$ cat src/rtl/enc_link_sched.sv
// enc_link_sched: round-robin owner of the shared encoded link.
// One of eight requesters holds the link for a burst. The link carries the
// owner's 3-bit index and 2-bit payload. A burst ends on the owner's last
// beat, on the sampled beat limit, or when the owner drops its request.
module enc_link_sched (
    input  logic        CLK,
    input  logic        RST_N,
    input  logic [7:0]  req_y,
    input  logic [15:0] data_y,
    input  logic [7:0]  last_y,
    input  logic [3:0]  cfg_max_beats,
    input  logic        link_ready,
    output logic [7:0]  gnt,
    output logic [2:0]  out_a,
    output logic [1:0]  out_d,
    output logic        out_valid,
    output logic        mv_scopbusy,
    output logic        RDY_mv_scopbusy
);

    typedef enum logic {
        IDLE  = 1'b0,
        BURST = 1'b1
    } state_t;

    state_t      state;
    state_t      state_nxt;
    logic [2:0]  ptr;
    logic [2:0]  ptr_nxt;
    logic [4:0]  beat_cnt;
    logic [4:0]  beat_cnt_nxt;
    logic [4:0]  limit;
    logic [4:0]  limit_nxt;
    logic [7:0]  gnt_nxt;
    logic [2:0]  out_a_nxt;

    logic [2:0]  winner;
    logic [2:0]  idx;
    logic        found;
    logic        beat;
    logic        burst_end;
    logic [4:0]  cfg_limit;

    // A zero limit field stands for the largest burst of sixteen beats.
    assign cfg_limit = (cfg_max_beats == 4'd0) ? 5'd16 : {1'b0, cfg_max_beats};

    // State register: every piece of arbitration and burst state moves together.
    always_ff @(posedge CLK) begin
        if (!RST_N) begin
            state    <= IDLE;
            gnt      <= 8'h00;
            out_a    <= 3'd0;
            ptr      <= 3'd7;
            beat_cnt <= 5'd0;
            limit    <= 5'd16;
        end else begin
            state    <= state_nxt;
            gnt      <= gnt_nxt;
            out_a    <= out_a_nxt;
            ptr      <= ptr_nxt;
            beat_cnt <= beat_cnt_nxt;
            limit    <= limit_nxt;
        end
    end

    // Next state: rotating search from ptr+1 in IDLE; beat counting and end detection in BURST.
    always_comb begin
        state_nxt    = state;
        gnt_nxt      = gnt;
        out_a_nxt    = out_a;
        ptr_nxt      = ptr;
        beat_cnt_nxt = beat_cnt;
        limit_nxt    = limit;
        winner       = ptr;
        idx          = ptr;
        found        = 1'b0;
        beat         = out_valid && link_ready;
        burst_end    = 1'b0;

        for (int k = 1; k <= 8; k++) begin
            idx = ptr + 3'(k);
            if (!found && req_y[idx]) begin
                winner = idx;
                found  = 1'b1;
            end
        end

        case (state)
            IDLE: begin
                gnt_nxt = 8'h00;
                if (found) begin
                    state_nxt    = BURST;
                    gnt_nxt      = 8'b1 << winner;
                    out_a_nxt    = winner;
                    beat_cnt_nxt = 5'd0;
                    limit_nxt    = cfg_limit;
                end
            end
            BURST: begin
                if (!req_y[out_a]) begin
                    burst_end = 1'b1;
                end else if (beat) begin
                    if (last_y[out_a] || (beat_cnt + 5'd1 == limit)) begin
                        burst_end = 1'b1;
                    end else begin
                        beat_cnt_nxt = beat_cnt + 5'd1;
                    end
                end
                if (burst_end) begin
                    state_nxt    = IDLE;
                    gnt_nxt      = 8'h00;
                    ptr_nxt      = out_a;
                    beat_cnt_nxt = 5'd0;
                end
            end
            default: begin
                state_nxt = IDLE;
                gnt_nxt   = 8'h00;
            end
        endcase
    end

    // Outputs: link view of the current owner, forced quiet while reset is held.
    always_comb begin
        out_valid       = 1'b0;
        out_d           = 2'd0;
        mv_scopbusy     = 1'b0;
        RDY_mv_scopbusy = RST_N;
        if (RST_N) begin
            out_valid   = |(req_y & gnt);
            mv_scopbusy = (state == BURST);
            if (gnt != 8'h00) begin
                out_d = data_y[{out_a, 1'b0} +: 2];
            end
        end
    end

endmodule

$ cat config.mk
export PLATFORM = sky130hd
export DESIGN_NAME = enc_link_sched
export DESIGN_NICKNAME = d
export VERILOG_FILES = /design/src/rtl/enc_link_sched.sv
export SDC_FILE = /design/constraint.sdc
export NUM_CORES = 1
export LEC_CHECK = 0
export BUFFER_PORTS_ARGS = -buffer_cell sky130_fd_sc_hd__buf_2
export CAP_MARGIN = 20
export CORE_MARGIN = 2
export CORE_UTILIZATION = 55
export DETAILED_ROUTE_END_ITERATION = 10
export GPL_TIMING_DRIVEN = 0
export MAX_ROUTING_LAYER = met4
export PLACE_DENSITY = 0.91
export SLEW_MARGIN = 40
export SYNTH_ARGS = -nofsm -noshare
export SYNTH_HDL_FRONTEND = slang
export SYNTH_SLANG_ARGS = --single-unit
export TNS_END_PERCENT = 1
$ cat constraint.sdc
create_clock -name CLK -period 4.3 [get_ports CLK]
set_input_delay 0.645 -clock CLK [delete_from_list [all_inputs] [get_ports CLK]]
set_output_delay 0.645 -clock CLK [all_outputs]
set_load 0.005 [all_outputs]
-- Yosys cells after proc, flatten, opt, wreduce, memory -nomap -nowiden
Index checks and enable logic that the tools add are counted.
- register bits after elaboration: 25
- latch bits: 0
- RAM bits: 0
- ROM bits: 0
- input bits: 39
- word-level logic and storage cells: 112
- memories: 0
- add/subtract/negate cells: 8
- multipliers: 0
- div/mod/pow operators: 0
- $lt $le $gt $ge: 9
- eq/ne operators: 6
- shifts and indexed selects: 2
- muxes and demuxes: 57
- bitwise operators: 2
- reduce and logical (&&, ||, !) cells: 22
- operator list (operator ; number):
    3-bit by 4-bit < comparator with 1-bit output (second input constant) ; 9
    1-bit binary-select mux with 3-bit select ; 10
    5-bit 2-to-1 mux ; 6
    1-bit 2-to-1 mux ; 26
    3-bit 2-to-1 mux ; 8
    8-bit 2-to-1 mux ; 2
    8-bit one-hot mux with 2 select lines ; 1
    16-bit by 5-bit indexed part select with 2-bit output ; 1
    3-bit adder (second input constant) ; 4
    5-bit one-hot mux with 2 select lines ; 1
    8-bit AND ; 1
    1-bit logical AND ; 8
    8-bit nonzero test ; 1
    8-bit OR reduction ; 1
    1-bit by 3-bit left shift with 8-bit output (first input constant) ; 1
    1-bit zero test ; 7
    3-bit by 2-bit adder with 3-bit output (second input constant) ; 2
    3-bit by 1-bit != test with 1-bit output (second input constant) ; 2
    5-bit by 1-bit adder with 5-bit output (second input constant) ; 1
    5-bit equality test ; 1
    4-bit zero test ; 1
    2-bit 2-to-1 mux ; 2
    2-bit AND reduction ; 2
    4-bit AND reduction ; 1
    other kinds (7) ; 7

-- Logic depth before layout (Yosys ltp)
- word-level depth: 28
- gate-level depth with buffers: 15

-- Worst setup path after synthesis
No wires, ideal clock.
- path kind: flip-flop to flip-flop
- start point: register ptr[1]
- end point: register gnt[6]
- library setup time: 0.096 ns
- arrival time: 3.502 ns
- path slack: 0.702 ns
- cell stages (with the launch flop): 14
- buffers on the path: 3
- path through: dfxtp_1 -> clkbuf_1 -> clkinv_1 -> ha_1 -> buf_2 -> buf_6 -> mux2_1 -> mux2_2 -> o221a_1 -> a21oi_1 -> a221oi_1 -> o32a_1 -> or2_4 -> o41ai_2
- word-level cells in the longest chain between the ends: 28
- elaborated cells between the ends (all ways): 56
- RTL lines (element ; line ; source):
    start: declaration ; 28 ; logic [2:0] ptr;
    start signal: assignment ; 60 ; ptr <= ptr_nxt;
    3-bit by 1-bit adder with 3-bit output ; 81 ; idx = ptr + 3'(k);
    1-bit binary-select mux with 3-bit select ; 82 ; if (!found && req_y[idx]) begin
    1-bit 2-to-1 mux (implied by the code) ; 82 ;
    1-bit 2-to-1 mux ; 82 ;
    1-bit zero test ; 82 ;
    1-bit logical AND ; 82 ;
    1-bit 2-to-1 mux ; 82 ;
    1-bit zero test ; 82 ;
    [... 12 more ...] ; -- ;
    1-bit logical AND ; 82 ;
    1-bit 2-to-1 mux ; 82 ;
    1-bit zero test ; 82 ;
    1-bit logical AND ; 82 ;
    3-bit 2-to-1 mux ; 82 ;
    1-bit by 3-bit left shift with 8-bit output ; 93 ; gnt_nxt = 8'b1 << winner;
    8-bit 2-to-1 mux (*) ; 91 ; if (found) begin
    8-bit one-hot mux with 2 select lines (*) ; 88 ; case (state)
    end signal: assignment ; 58 ; gnt <= gnt_nxt;
    end: declaration ; 13 ; output logic [7:0] gnt,
Every way passes the cells marked *; elsewhere a longest branch is shown, timed or not. The select of a mux whose other input is x is not followed.
A chain may end at the register's enable or synchronous reset.

-- Worst setup path after layout
- start point: register ptr[1]
- end point: register gnt[4]
The elaborated chain is that of the path after synthesis.

==> metrics.md <==
| Metric | Value |
|---|---|
| Synth Area in Adders | 0.01499 |
| Nets | about 370 |
| Mapped Cells | 273 |
| Gr ovfl total | 0 |
| Yosys cell types | 64 |
| Reg2Reg Depth | 13 |
| Top cells by area, synth | dfxtp_1 (20%), mux4_2 (14%), mux2i_1 (13%) |
| Mux cell area share after synthesis | 0.3152 |
| Post-Synth XOR/XNOR Area | 0.04446 |
| Post-DP HPWL | ~4.9 mm |
| Slew @ Worst Pin | between 600 and 700 ps |
| Relative slew slack | 0.5377 |
| Clock skew | between 2 and 3 ps |
| Total number of vias | between 2000 and 2500 |
| Largest net degree at the start of global routing | 14 |
| Iteration count of the initial detailed-routing pass | 5 |
| Crit. End Element | flop |
| Worst EP arrival | about 4100 ps |
| Startpoint types | flop |
| Clk_lat worst skew | between 200 and 300 ps |
| Hold depth | 2 |
| Layout cells sized above 1 | 0.3070 |
| Fin. max-slew vios | 0 |
| Most common library cells after synthesis | mux2i_1 (32), nand2_1 (28), dfxtp_1 (25) |
| Drt initial violations | between 200 and 250 |
| Area of the die | slightly above 5000 sq um |
| Max IR drop VDD | 0.2582 mV |
| Number of remaining DRC errors | 0 |
| Tcrit/Tclk final | 0.9098 |
| Synth Flop Type | dfxtp_1 |
| Initial antenna violation count | 0 |
| Reg clk slew, reported paths | approximately 80 ps |
| Count leader, synth | mux2i_1 |
| Yosys reg bits | 25 |
| All-Layer GR Usage | 0.2646 |
| Avg WL per Cell | 16.89 um |
| Antenna viol nets, final | 0 |
| Async S/R FF share, synth | 0 |
| RSZ-0062 raised after global routing | false |
| CTS tree | yes |
| PostCTS Resize Cnt | 0 |
| Critical path required time | around 4500 ps |
| Status | complete, no violations |
| Post-Route Hold Slack | 496.7 ps |
| Pleak | between 1 and 1.5 nW |
| Post-synth EDFFs | 0 |
| Total negative slack | 0 ps |
| Max_cap viols | 0 |
| Final hold vios | 0 |
| Routed wire length | between 6 and 7 mm |
| Rows | 24 |
| Synthesized area | 2505 sq um |
| Starting Density | 0.5713 |
| Die W | around 71 um |
| Synthesized net count | approximately 320 |
| Total power | between 1.5 and 2 mW |
| Synth Area in Simple Gates | 0.1479 |
| Setup violators final | 0 |
| Die Span Y | ~70 um |
| # IOs | 55 |
| Worst min path class | flop to flop |
| Seq/Total Area, Yosys | 0.1998 |
| Top achievable clock speed | 255.6 MHz |
| Area growth syn-to-layout | 15.08% |
| CTS sink cnt | 25 |
| First-pass GRT wire length | about 11 mm |
| Crit-path max FO | 10 |
| Root buf cell | clkbuf_8 |
| CTS max path bufs | 2 |
| Final worst path period need | between 3000 and 4000 ps |
| Top cell type's share of synthesized area | 0.1998 |
| Pwr Density | 625.0 nW/um^2 |
| Vias in the first global route | about 2400 |
| Synthesized area per cell | 9.175 sq um |
| Crit Path Category | flop to flop |
| Hold buffer count at cts | 0 |
| Core box area | about 4400 sq um |
| Gpl congestion | slightly above 0.9 |
| Largest family of logic cells by synthesized area | multiplexers |
| Total CTS buffers | 3 |
| FILL cells | ~360 |
| Setup bufs post-CTS | 0 |
| # H-tree levels | 1 |
| I/O Buffers | 52 |
| Complex-gate fraction of the synthesized area | 0.2238 |
| Yosys top cell by area | dfxtp_1 |
| Vias per cell | ~6.3 |
| Yosys warnings | 0 |
| Antenna diode count | 0 |
## where the power goes
part	internal [mW]	switching [mW]
combinational	0.607	0.729
clock	0.0663	0.0702
sequential	0.285	0.0442
## layout make-up
type	instances	area, sq um	area share
flip-flops and latches	25	500.5	0.1736
inverters	9	33.78	0.01172
multi-input cells	219	1877	0.6510
plain buffers	20	101.3	0.03516
clock buffers	4	45.04	0.01563
repair buffers	52	260.3	0.09028
well taps	52	65.06	0.02257
## routing by layer
metal | wire length (um) | GRT usage | up-vias
li1 | - | - | 1153
met1 | 2652 | 0.3221 | 1144
met3 | 401 | 0.03094 | 9
met5 | 0 | - | -
met4 | 92 | 0.07966 | 0
met2 | 3289 | 0.4599 | 103
## flip-flops by register name (all words and copies together), names as in the netlist
register and cells:
out_a 3, ptr 3, state 1, gnt 8, beat_cnt 5, limit 5
## cell usage in the layout (no fill, tap or decap), drive strengths merged, types with 3 or more instances in the layout
master,instances
dfxtp,25
nand2,28
nor2,24
a221oi,4
inv,9
xnor2,8
a21oi,11
xor2,3
nor3,4
a22oi,6
o31ai,5
clkbuf,12
o21ai,12
ha,3
nand3,4
o41ai,3
mux4,16
a31oi,3
buf,64
mux2,9
nand2b,3
nand4b,3
mux2i,32
## worst max-delay path: stages, from the launching register on
cell and delay (ps):
dfxtp_1 340, clkbuf_1 360, inv_2 180, ha_1 320, buf_2 190, buf_6 170, mux2_2 360, o21a_1 170
o2bb2ai_1 340, nand4b_1 260, o21bai_1 230, a31oi_1 270, o21ba_2 250, o41ai_1 360
## worst paths after layout
kind | startpoint | to | slack, ps
worst min-delay path | gnt[1]$_SDFFE_PN0P_ | gnt[1]$_SDFFE_PN0P_ | 500
worst max-delay path | ptr[1]$_SDFFE_PN1P_ | gnt[4]$_SDFFE_PN0P_ | 390
worst min register to register | gnt[1]$_SDFFE_PN0P_ | gnt[1]$_SDFFE_PN0P_ | 500
worst max register to register | ptr[1]$_SDFFE_PN1P_ | gnt[4]$_SDFFE_PN0P_ | 390
## logic make-up (layout without fill, tap and decap cells)
kind of cell,after synthesis,count (layout)
XOR/XNOR,11,11
AND/OR/NAND/NOR,78,78
buffers and inverters,29,85
AO/OA/AOI/OAI,70,70
flip-flops,25,25
adder cells (fa/ha/maj),3,3
multiplexers,57,57
## per-stage QoR
stage                     setup WS (ps)    util  instance area, sq um  instances
after detailed placement          198.7  0.6455                  2830        377
after CTS                         148.2  0.6558                  2875        381
after global placement            281.2  0.6455                  2830        377
after floorplan                   702.4       -                  2505        273
final                             387.8  0.6575                  2883        381
after global routing              152.0  0.6575                  2883        381
Power figures use the tool's default switching activity.
